`src/rtl/aes_pkg.sv`:
```
// rtl/aes_pkg.sv - shared AES key-schedule types and constants
package aes_pkg;

  typedef enum logic [1:0] {EMPTY, LOADING, READY, ERROR} key_store_state_t;

  localparam int NR_128          = 10;
  localparam int NR_256          = 14;
  localparam int KEY_STORE_DEPTH = 15;

  // Entries 0..rounds_total that must be filled for a complete schedule.
  function automatic logic [KEY_STORE_DEPTH-1:0] fill_need(input int rounds);
    logic [KEY_STORE_DEPTH-1:0] m;
    m = '0;
    for (int i = 0; i < KEY_STORE_DEPTH; i++) begin
      if (i <= rounds) m[i] = 1'b1;
    end
    return m;
  endfunction

endpackage

```
`src/rtl/round_key_ram.sv`:
```
// rtl/round_key_ram.sv - simple dual-port round-key array, registered read port
module round_key_ram #(
  parameter int WIDTH  = 128,
  parameter int ADDR_W = 4,
  parameter int DEPTH  = 15
) (
  input  logic              clk,
  input  logic              we,
  input  logic [ADDR_W-1:0] waddr,
  input  logic [WIDTH-1:0]  wdata,
  input  logic              re,
  input  logic [ADDR_W-1:0] raddr,
  output logic [WIDTH-1:0]  rdata
);

  logic [WIDTH-1:0] mem [DEPTH];

  always_ff @(posedge clk) begin
    if (we) mem[waddr] <= wdata;
  end

  // Read register only advances on accepted reads so rejected reads hold data.
  always_ff @(posedge clk) begin
    if (re) rdata <= mem[raddr];
  end

endmodule

```
`src/rtl/round_key_store.sv`:
```
// rtl/round_key_store.sv - captures expander round keys, tracks fill, serves reads
module round_key_store
  import aes_pkg::*;
#(
  parameter int ROUND_KEY_BITS = 128,
  parameter int ADDR_W         = 4,
  parameter int DEPTH          = KEY_STORE_DEPTH
) (
  input  logic                      clk,
  input  logic                      reset,
  input  logic                      key_load,
  input  logic [ADDR_W-1:0]         rounds_total,
  input  logic                      w_e,
  input  logic [ADDR_W-1:0]         wr_addr,
  input  logic [ROUND_KEY_BITS-1:0] wr_key,
  input  logic                      exp_done,
  input  logic                      rd_en,
  input  logic [ADDR_W-1:0]         rd_addr,
  output logic [ROUND_KEY_BITS-1:0] rd_data,
  output logic                      rd_valid,
  output logic                      rd_err,
  output logic                      keys_ready,
  output logic                      key_err
);

  localparam logic [ADDR_W-1:0] LAST_ADDR = ADDR_W'(DEPTH - 1);

  key_store_state_t state, state_nxt;

  logic [ADDR_W-1:0]         rt_q;
  logic [DEPTH-1:0]          mask_q;
  logic [DEPTH-1:0]          mask_wr;
  logic [DEPTH-1:0]          need;
  logic                      load_wr;
  logic                      wr_ok;
  logic                      wr_bad;
  logic                      complete;
  logic                      rd_ok;
  logic                      rd_acc;
  logic                      rd_seen;
  logic [ROUND_KEY_BITS-1:0] ram_rdata;

  // key_load has priority over any write in the same cycle.
  assign load_wr = (state == LOADING) && w_e && !key_load;
  assign wr_ok   = load_wr && (wr_addr <= rt_q) && (wr_addr <= LAST_ADDR);
  assign wr_bad  = load_wr && !wr_ok;

  // Completeness includes a write landing in the same cycle as exp_done.
  assign mask_wr  = mask_q | (wr_ok ? (DEPTH'(1) << wr_addr) : '0);
  assign need     = fill_need(int'(rt_q));
  assign complete = ((mask_wr & need) == need) && (rt_q <= LAST_ADDR);

  always_ff @(posedge clk or negedge reset) begin
    if (!reset) begin
      state <= EMPTY;
    end else begin
      state <= state_nxt;
    end
  end

  always_comb begin
    state_nxt = state;
    if (key_load) begin
      state_nxt = LOADING;
    end else if (state == LOADING) begin
      if (wr_bad)        state_nxt = ERROR;
      else if (exp_done) state_nxt = complete ? READY : ERROR;
    end
  end

  always_comb begin
    keys_ready = (state == READY);
    key_err    = (state == ERROR);
    rd_data    = rd_seen ? ram_rdata : '0;
  end

  always_ff @(posedge clk or negedge reset) begin
    if (!reset) begin
      rt_q   <= '0;
      mask_q <= '0;
    end else if (key_load) begin
      rt_q   <= rounds_total;
      mask_q <= '0;
    end else if (wr_ok) begin
      mask_q <= mask_wr;
    end
  end

  // Reads see the pre-load state, so a read alongside key_load returns old data.
  assign rd_ok  = (state == READY) && (rd_addr <= rt_q) && (rd_addr <= LAST_ADDR);
  assign rd_acc = rd_en && rd_ok;

  always_ff @(posedge clk or negedge reset) begin
    if (!reset) begin
      rd_valid <= 1'b0;
      rd_err   <= 1'b0;
      rd_seen  <= 1'b0;
    end else begin
      rd_valid <= rd_acc;
      rd_err   <= rd_en && !rd_ok;
      if (rd_acc) rd_seen <= 1'b1;
    end
  end

  round_key_ram #(
    .WIDTH  (ROUND_KEY_BITS),
    .ADDR_W (ADDR_W),
    .DEPTH  (DEPTH)
  ) u_ram (
    .clk   (clk),
    .we    (wr_ok),
    .waddr (wr_addr),
    .wdata (wr_key),
    .re    (rd_acc),
    .raddr (rd_addr),
    .rdata (ram_rdata)
  );

endmodule

```
`config.mk`:
```
export PLATFORM = sky130hd
export DESIGN_NAME = round_key_store
export DESIGN_NICKNAME = d
export VERILOG_FILES = /design/src/rtl/aes_pkg.sv /design/src/rtl/round_key_ram.sv /design/src/rtl/round_key_store.sv
export SDC_FILE = /design/constraint.sdc
export NUM_CORES = 2
export LEC_CHECK = 0
export CAP_MARGIN = 15
export CORE_MARGIN = 2
export CORE_UTILIZATION = 55
export CTS_CLUSTER_DIAMETER = 50
export DETAILED_ROUTE_END_ITERATION = 8
export PLACE_DENSITY = 0.76
export SLEW_MARGIN = 20
export SYNTH_ARGS = -nofsm -noshare
export SYNTH_HDL_FRONTEND = slang
export SYNTH_SLANG_ARGS = --single-unit
```
`constraint.sdc`:
```
create_clock -name clk -period 14.3 [get_ports clk]
set_clock_uncertainty 0.1 [all_clocks]
set_input_delay 3.575 -clock clk [delete_from_list [all_inputs] [get_ports clk]]
set_output_delay 3.575 -clock clk [all_outputs]
set_load 0.05 [all_outputs]
```
==> flow_summary.yaml <==
setup_path:
  cp_slowest_cell: "buf_4"
  crit_arrival_ns: 8.09
  slowest_delay_ns: 0.94
  cp_cell_sequence: "clkdlybuf4s50_1, ha_1, a21oi_1, a31o_1, and3_4, buf_4, buf_4"
  crit_type: "input pin to register"
  crit_required_ns: 14.61
  crit_path_end_kind: "register"
  cpMostUsedCell: "buf_4"
  worstPathMaxFanout: 58
  startpoint_type: "input pin"
global_routing:
  grt_max_degree: 183
  first_global_vias: 37821
  track_usage: 0.241
  antenna_found_initial: 37
  grt_pass1_wl_mm: 254
  grt_overflow: 0
logic_synthesis:
  ys_seq_area_frac: 0.790
  synth_edf_count: 2048
  ys_ff_latch: 2072
  postSynthCellCount: 3435
  async_flop_share: 0.0116
  synth_cell_types: 58
  synth_top_flop_cell: "edfxtp_1"
  synth_warnings: 0
  syn-cell-area_um2: 78600
  avgSynthCellArea_um2: 22.9
  syn-num-nets: 3589
placement:
  pre_cts_ws_ns: 5.68
  placed_cells: 5479
  dpl.hpwl_mm: 83.9
  port_buffers: 277
  gp_congestion: 0.840
cts:
  cts_root_buffer: "clkbuf_16"
  cts_tree: "built"
  path_clk_slew_ns: 0.06
  clock-sinks: 2072
  insertion_delay_ns: 0.81
  cts_resized: 0
  clock_path_buffers: 3
  post_cts_buffers: 0
  cts_hold_buf: 0
  cts_made_buffers: 197
  h-tree-depth: 4
outcome:
  status: "finished, final reports clean"
sta:
  finalSetupViolations: 0
  final.setup.tns_ns: 0
  hold_viol_final: 0
  max_freq_mhz: 128
  worst_pin_slew_ns: 1.14
  layout_setup_ws_ns: 6.51
  slew_headroom: 0.239
  drv_slew: 0
  rsz0062_at_grt: "false"
  finalCritPeriodShare: 0.544
  period_needed_ns: 7.79
min_path:
  hp-class: "register to register"
floorplan:
  ioPinCount: 278
  die_y_um: 382
  initial_core_util: 0.555
  rows: 138
  die_w_um: 382
  die_area_um2: 146000
  core_um2: 142000
detailed_routing:
  drtAntennaViolNets: 0
  drc: 0
  wire_per_inst_um: 29.7
  drt-vias-per-instance: 6.25
  firstDrtPassIters: 7
  route.final.wire_length_mm: 174
  vias: 36660
  drt_iter0_drc: 4387
layout:
  layout_common_cells: "edfxtp_1, mux4_2, clkdlybuf4s50_1, clkbuf_16, nand2_1"
  instances_no_fill: 5861
  finalNetCount: 3942
  final_core_util: 0.633
  final_common_cell: "edfxtp_1"
  drive_above_1_share: 0.219
  areaGrowthSynthToFinish_pct: 14.2
power:
  vdd_drop_max_v: 0.000102
  p_leak_nw: 28.2
  clkPwrFrac: 0.403
  comb_power_share: 0.045
  p_per_area_nw_per_um2: 136
  p_total_w: 0.0122
  switchingPower_w: 0.00249
  swShare: 0.204
  p_int_w: 0.00969
  seqPwrFrac: 0.552
run:
  maxCapViolations: 0
## per-layer routing
layer,GRT usage,share of wire,up-vias
met3,0.0513,0.078,320
met4,0.0790,0.028,34
met2,0.397,0.50,1726
met5,0,0.0012,-
met1,0.323,0.39,19483
li1,-,-,15097
## stage by stage
step	hold slack [ns]	area, um^2
finish	0.404	89800
global route	0.443	89700
CTS	0.405	89700
detailed placement	0.387	83700
global placement	0.377	83700
floorplan	0.349	78600
## sequential cells by signal, indices dropped and copies added, names as in the netlist
register / count
mask_q: 15
rt_q: 4
rd_err: 1
u_ram.mem: 1920
rd_seen: 1
state: 2
u_ram.rdata: 128
rd_valid: 1
## worst paths after layout
path / startpoint / end / slack [ns] / depth (start not counted)
min: mask_q[0] / mask_q[0] / 0.40 / 2
max reg2reg: rt_q[3] / u_ram.mem[14][73] / 9.16 / 7
min in group asynchronous: reset / rt_q[2] / 3.03 / 2
max in group asynchronous: reset / rd_seen / 10.79 / 2
min reg2reg: mask_q[0] / mask_q[0] / 0.40 / 2
max: wr_addr[3] / u_ram.mem[14][73] / 6.51 / 7
## cells in the mapped netlist, drive strengths merged, types with 4 or more instances
library cell / number / area (um^2)
nor2: 38 / 145
clkbuf: 99 / 373
nor2b: 4 / 25.0
a31oi: 11 / 90.1
nor3: 6 / 46.3
o21ai: 135 / 676
nand2: 146 / 551
mux4: 512 / 11500
nand3: 4 / 20.0
mux2i: 129 / 1290
and3: 5 / 32.5
and2: 131 / 821
edfxtp: 2048 / 61500
ha: 8 / 100
a21oi: 4 / 20.0
dfrtp: 24 / 601
inv: 6 / 22.5
buf: 80 / 397
## power groups by stage
| stage | logic [W] | clock network (W) | registers, W |
|---|---|---|---|
| floorplan | 0.000334 | 0 | 0.00685 |
| global placement | 0.000537 | 0 | 0.00685 |
| detailed placement | 0.000548 | 0 | 0.00685 |
| CTS | 0.000553 | 0.00498 | 0.00672 |
| global route | 0.000586 | 0.00521 | 0.00672 |
| finish | 0.000546 | 0.00491 | 0.00672 |
## critical path, delay by kind of cell
kind | cells | cell delay [ns]
AOI/OAI and AO/OA | 2 | 1.00
adders and majority gates | 1 | 0.33
buffers and inverters | 3 | 2.34
and+or+nand+nor | 1 | 0.76
## layout make-up
type	count	area, um^2
inverter	6	22.5
multi-input combinational	1178	15900
clock inverter	110	808
tap	1890	2360
fill	9084	52000
timing repair buffer	333	3310
sequential	2072	62100
clock buffer	256	5260
antenna	16	40.0
## cells by family (layout without fill, tap and decap cells)
family          count (synthesis)  after routing  share of synthesized area
other cells                     0             16                          0
compound gates                179            179                     0.0132
fa+ha+maj                       8              8                    0.00127
buf+inv                       185            705                     0.0101
mux                           642            642                      0.163
simple gates                  349            349                     0.0224
flops                        2072           2072                      0.790
Note: power is estimated with default switching activity, not from simulation.
